==> src/rtl/vdp_super_res_writer.sv <==
// Super-res framebuffer write path: CPU byte writes with auto-increment address,
// buffered in a FIFO and drained to VRAM as byte-masked 32-bit word writes.
// Define VDP_SUPER_RES_WRITE_COMBINE_EN to merge same-word bytes into one write.
module vdp_super_res_writer #(
  parameter int unsigned FIFO_DEPTH = 8
) (
  input  logic        clk,
  input  logic        reset,
  input  logic        vdp_super,
  input  logic        addr_load,
  input  logic [18:0] addr_in,
  input  logic        wr_strobe,
  input  logic [7:0]  wr_data,
  input  logic        super_res_drawing,
  output logic        vram_wr_req,
  output logic [16:0] vram_wr_addr,
  output logic [31:0] vram_wr_data,
  output logic [3:0]  vram_wr_mask,
  input  logic        vram_wr_ack,
  output logic        fifo_full,
  output logic        fifo_empty,
  output logic        overflow
);

  localparam int unsigned AW = $clog2(FIFO_DEPTH);
  localparam logic [AW:0] DEPTH_C = (AW+1)'(FIFO_DEPTH);

`ifdef VDP_SUPER_RES_WRITE_COMBINE_EN
  typedef enum logic [1:0] {IDLE, GATHER, REQ} state_t;
`else
  typedef enum logic [1:0] {IDLE, REQ} state_t;
`endif

  state_t        state, state_n;
  logic [18:0]   byte_addr, eff_addr;
  logic [26:0]   mem [FIFO_DEPTH];
  logic [AW-1:0] wr_ptr, rd_ptr;
  logic [AW:0]   count, count_n;
  logic [26:0]   head;
  logic [18:0]   head_addr;
  logic [7:0]    head_byte;
  logic [1:0]    head_lane;
  logic          not_empty, full_now, push, pop, drop, req_n;
  logic [16:0]   addr_n;
  logic [31:0]   data_n;
  logic [3:0]    mask_n;

  assign head      = mem[rd_ptr];
  assign head_addr = head[26:8];
  assign head_byte = head[7:0];
  assign head_lane = head_addr[1:0];
  assign not_empty = (count != '0);
  assign full_now  = (count == DEPTH_C);
  assign eff_addr  = addr_load ? addr_in : byte_addr;

  always_comb begin
    state_n = state;
    pop     = 1'b0;
    addr_n  = vram_wr_addr;
    data_n  = vram_wr_data;
    mask_n  = vram_wr_mask;
    unique case (state)
      IDLE: begin
        if (not_empty && !super_res_drawing) begin
          pop     = 1'b1;
          addr_n  = head_addr[18:2];
          mask_n  = 4'b0001 << head_lane;
          data_n  = 32'(head_byte) << {head_lane, 3'b000};
`ifdef VDP_SUPER_RES_WRITE_COMBINE_EN
          state_n = GATHER;
`else
          state_n = REQ;
`endif
        end
      end
`ifdef VDP_SUPER_RES_WRITE_COMBINE_EN
      GATHER: begin
        // Merge only while the head belongs to this word; never skip past an entry.
        if (not_empty && head_addr[18:2] == vram_wr_addr &&
            !vram_wr_mask[head_lane] && vram_wr_mask != 4'hF) begin
          pop    = 1'b1;
          mask_n = vram_wr_mask | (4'b0001 << head_lane);
          data_n = vram_wr_data | (32'(head_byte) << {head_lane, 3'b000});
        end else begin
          state_n = REQ;
        end
      end
`endif
      REQ: begin
        if (vram_wr_req && vram_wr_ack) state_n = IDLE;
      end
      default: state_n = IDLE;
    endcase
  end

  // A pop in the same cycle frees the slot, so a push is accepted even when full.
  assign push  = wr_strobe && (!full_now || pop);
  assign drop  = wr_strobe && full_now && !pop;
  assign req_n = (state == REQ) && !(vram_wr_req && vram_wr_ack);

  always_comb begin
    count_n = count;
    unique case ({push, pop})
      2'b10:   count_n = count + 1'b1;
      2'b01:   count_n = count - 1'b1;
      default: count_n = count;
    endcase
  end

  always_ff @(posedge clk or posedge reset) begin
    if (reset)           state <= IDLE;
    else if (!vdp_super) state <= IDLE;
    else                 state <= state_n;
  end

  always_ff @(posedge clk) begin
    if (push && vdp_super) mem[wr_ptr] <= {eff_addr, wr_data};
  end

  always_ff @(posedge clk or posedge reset) begin
    if (reset) begin
      byte_addr    <= '0;
      wr_ptr       <= '0;
      rd_ptr       <= '0;
      count        <= '0;
      vram_wr_req  <= 1'b0;
      vram_wr_addr <= '0;
      vram_wr_data <= '0;
      vram_wr_mask <= '0;
      fifo_full    <= 1'b0;
      fifo_empty   <= 1'b1;
      overflow     <= 1'b0;
    end else if (!vdp_super) begin
      // Synchronous clear; byte_addr is deliberately retained.
      wr_ptr       <= '0;
      rd_ptr       <= '0;
      count        <= '0;
      vram_wr_req  <= 1'b0;
      vram_wr_addr <= '0;
      vram_wr_data <= '0;
      vram_wr_mask <= '0;
      fifo_full    <= 1'b0;
      fifo_empty   <= 1'b1;
      overflow     <= 1'b0;
    end else begin
      if (wr_strobe)      byte_addr <= eff_addr + 19'd1;
      else if (addr_load) byte_addr <= addr_in;
      if (push) wr_ptr <= wr_ptr + 1'b1;
      if (pop)  rd_ptr <= rd_ptr + 1'b1;
      count        <= count_n;
      vram_wr_req  <= req_n;
      vram_wr_addr <= addr_n;
      vram_wr_data <= data_n;
      vram_wr_mask <= mask_n;
      fifo_full    <= (count_n == DEPTH_C);
      fifo_empty   <= (count_n == '0) && (state_n == IDLE);
      if (drop)           overflow <= 1'b1;
      else if (addr_load) overflow <= 1'b0;
    end
  end

endmodule
==> config.mk <==
export PLATFORM = sky130hd
export DESIGN_NAME = vdp_super_res_writer
export DESIGN_NICKNAME = d
export VERILOG_FILES = /design/src/rtl/vdp_super_res_writer.sv
export SDC_FILE = /design/constraint.sdc
export NUM_CORES = 1
export LEC_CHECK = 0
export ABC_AREA = 1
export BUFFER_PORTS_ARGS = -buffer_cell sky130_fd_sc_hd__clkbuf_2
export CAP_MARGIN = 15
export CORE_MARGIN = 10
export CORE_UTILIZATION = 59
export DETAILED_ROUTE_END_ITERATION = 8
export PLACE_DENSITY = 0.84
export SLEW_MARGIN = 25
export SYNTH_ARGS = -nofsm -noshare
export SYNTH_HDL_FRONTEND = slang
export SYNTH_SLANG_ARGS = --single-unit
==> constraint.sdc <==
create_clock -name clk -period 7 [get_ports clk]
set_clock_uncertainty 0.05 [all_clocks]
set_input_delay 1.05 -clock clk [delete_from_list [all_inputs] [get_ports clk]]
set_output_delay 1.05 -clock clk [all_outputs]
set_load 0.02 [all_outputs]
==> impl_metrics.json <==
{
  "num_rows": 52,
  "cts_tree": "yes",
  "p_leak_nw": 5.537,
  "wl_per_cell_microns": 19.78,
  "cts_hold_buffers": 0,
  "worstMarginPinSlew_ps": 938.9,
  "synth_edf_count": 216,
  "syn_nets": 1126,
  "pwr-share-seq_pct": 51.1,
  "drc": 0,
  "root_buffer": "clkbuf_16",
  "clockPowerShare_pct": 38.0,
  "criticalPathCategory": "primary input to flip-flop",
  "syn_area_per_cell_sq_um": 11.41,
  "final.setup.worst_slack_ps": 3203,
  "fin_nets": 1200,
  "ant_nets": 0,
  "crit_path_end_kind": "flip-flop",
  "clock.fmax_mhz": 263.3,
  "hold_class": "flip-flop to flip-flop",
  "worstPathArrival_ps": 3960,
  "fill_cells": 1428,
  "antenna_found_initial": 0,
  "async_flop_share_pct": 28.95,
  "netlist.area_leader.share_pct": 52.27,
  "wl_microns": 28820,
  "synth.most_common_cell": "edfxtp_1",
  "pwr-share-comb_pct": 10.9,
  "die_x_microns": 165.0,
  "first_iter_violations": 1034,
  "clk_pin_slew_ps": 60,
  "firstDrtPassIters": 5,
  "min_period_over_period_pct": 54.25,
  "num_vias": 8760,
  "track_usage_pct": 20.88,
  "hold_depth": 1,
  "syn_inst": 1088,
  "startpoint_type": "primary input",
  "regArea_sq_um": 8691,
  "place.gp.congestion": 0.8399,
  "fp.dieH_microns": 165.0,
  "ys_seq_area_share_pct": 70.02,
  "final_util_pct": 68.43,
  "htreeDepth": 1,
  "status": "complete, no violations",
  "setup_viol": 0,
  "ys.flop_type": "edfxtp_1",
  "tns_ps": 0,
  "grt_pass1_vias": 8592,
  "drv_slew": 0,
  "synth_cell_types": 37,
  "drv_cap": 0,
  "period_needed_ps": 3797,
  "post-place-ws_ps": 2714,
  "port_buffers": 90,
  "place_hpwl_microns": 16620,
  "p_int_w": 0.002985,
  "dieArea_sq_um": 27230,
  "holdWs_ps": 408.7,
  "rsz0062_at_grt": "no",
  "syn_area_sq_um": 12410,
  "grt_pass1_wl_microns": 45580,
  "initial_core_util_pct": 60.55,
  "crit_fanout": 76,
  "drive_gt1_share_pct": 16.44,
  "vias_per_cell": 6.012,
  "synth_largest_area_cell": "edfxtp_1",
  "ios": 91,
  "hold_viol_final": 0,
  "p_sw_share_pct": 25.43,
  "cts_setup_buffers": 0,
  "cts_sinks": 304,
  "r2r_cells": 10,
  "synth_seq_cells": 304,
  "grt-ovfl-total": 0,
  "power_density_nw_per_um2": 285.4,
  "syn_to_final_growth_pct": 13.02,
  "multiInputGateArea_sq_um": 3277,
  "ir_drop_mv": 0.2336,
  "grt_max_degree": 110,
  "required_ps": 7160,
  "max_slew_margin_pct": 37.41,
  "ctsResizeCount": 0,
  "switchingPower_w": 0.001018,
  "ys_warn_count": 0,
  "synth_common_cells": "edfxtp_1 (216), o21ai_0 (205), nor2_1 (163), nand2_1 (95), dfrtp_1 (87)",
  "cts_made_buffers": 30,
  "synth_area_leaders": "edfxtp_1 (52%), dfrtp_1 (18%), o21ai_0 (8.3%), nor2_1 (4.9%), nand3_1 (3.0%)",
  "core_sq_um": 20490,
  "clk_latency_ps": 550,
  "clock_path_buffers": 3
}
-- kinds of logic (layout without fill, tap and decap cells) --
logic type	Yosys count	in the layout	share of synthesized area (%)
compound gates	287	287	12.35
xor+xnor	5	5	0.3529
buf+inv	117	215	3.791
mux	8	8	0.6453
other cells	1	2	0.03022
simple gates	362	362	12.40
flops	304	304	70.02
fa+ha+maj	4	4	0.4033
-- power groups by stage --
stage | clock network (W) | registers [W] | logic, W
final | 0.00152 | 0.00205 | 0.000436
after global routing | 0.00160 | 0.00205 | 0.000488
after CTS | 0.00153 | 0.00205 | 0.000433
after detailed placement | 0 | 0.00208 | 0.000428
after global placement | 0 | 0.00208 | 0.000412
after floorplan | 0 | 0.00210 | 0.000274
-- registers in the layout (all words and copies together), names as in the netlist --
register      count
byte_addr        19
count             4
fifo_empty        1
fifo_full         1
mem             216
overflow          1
rd_ptr            3
state             2
vram_wr_addr     17
vram_wr_data     32
vram_wr_mask      4
vram_wr_req       1
wr_ptr            3
-- layer usage --
layer	vias up	track usage, %	share of wire, %
met5	-	0	0
met4	0	6.280	2.1
met3	52	3.883	10
met2	493	33.36	47
met1	4195	28.68	40
li1	4020	-	-
-- through the flow --
step	cells	total power, W	area [sq um]
after floorplan	1088	0.002373	12410
after global placement	1400	0.002492	13070
after detailed placement	1400	0.002509	13070
after CTS	1456	0.004011	14020
after global routing	1456	0.004141	14020
final	1457	0.004003	14020
-- worst paths after layout --
| kind | start | endpoint | slack (ps) |
|---|---|---|---|
| max in group asynchronous | reset | rd_ptr[0] | 5230 |
| worst min-delay path | state[1] | vram_wr_req | 410 |
| min in group asynchronous | reset | vram_wr_addr[15] | 520 |
| worst min register to register | state[1] | vram_wr_req | 410 |
| worst max register to register | state[0] | mem[6][14] | 3720 |
| worst max-delay path | vdp_super | mem[6][14] | 3200 |
-- worst max-delay path, cell delays in order --
cell and delay (ps):
clkbuf_2 80, buf_4 650, inv_1 640, nor2_1 340, nand2_1 230, nor2_2 510
buf_4 430
-- cell type report --
| class | count | area share, % |
|---|---|---|
| repair buffers | 105 | 4.041 |
| well taps | 270 | 2.409 |
| clock inverters | 15 | 0.6602 |
| inverters | 54 | 1.454 |
| diodes | 1 | 0.01784 |
| flip-flops and latches | 304 | 61.97 |
| multi-input cells | 667 | 23.37 |
| clock buffers | 41 | 6.084 |
-- layout by cell type (no fill, tap or decap), types with 2 or more instances in the layout --
cell type,Yosys,final
a21oi_1,12,12
buf_4,2,14
clkbuf_1,50,6
clkbuf_16,0,31
clkbuf_2,0,90
clkbuf_8,0,4
clkinv_2,0,10
clkinv_4,0,2
clkinvlp_4,0,2
dfrtp_1,87,86
edfxtp_1,216,216
ha_1,4,4
inv_1,51,49
inv_2,3,4
mux2i_1,8,8
nand2_1,95,94
nand2_2,4,4
nand3_1,74,74
nand4_1,5,5
nor2_1,163,155
nor2_2,4,12
nor3_1,2,2
o21ai_0,205,205
o21ai_1,8,8
o22ai_1,55,55
or2_2,12,12
xor2_1,4,4
Note: power is estimated with default switching activity, not from simulation.
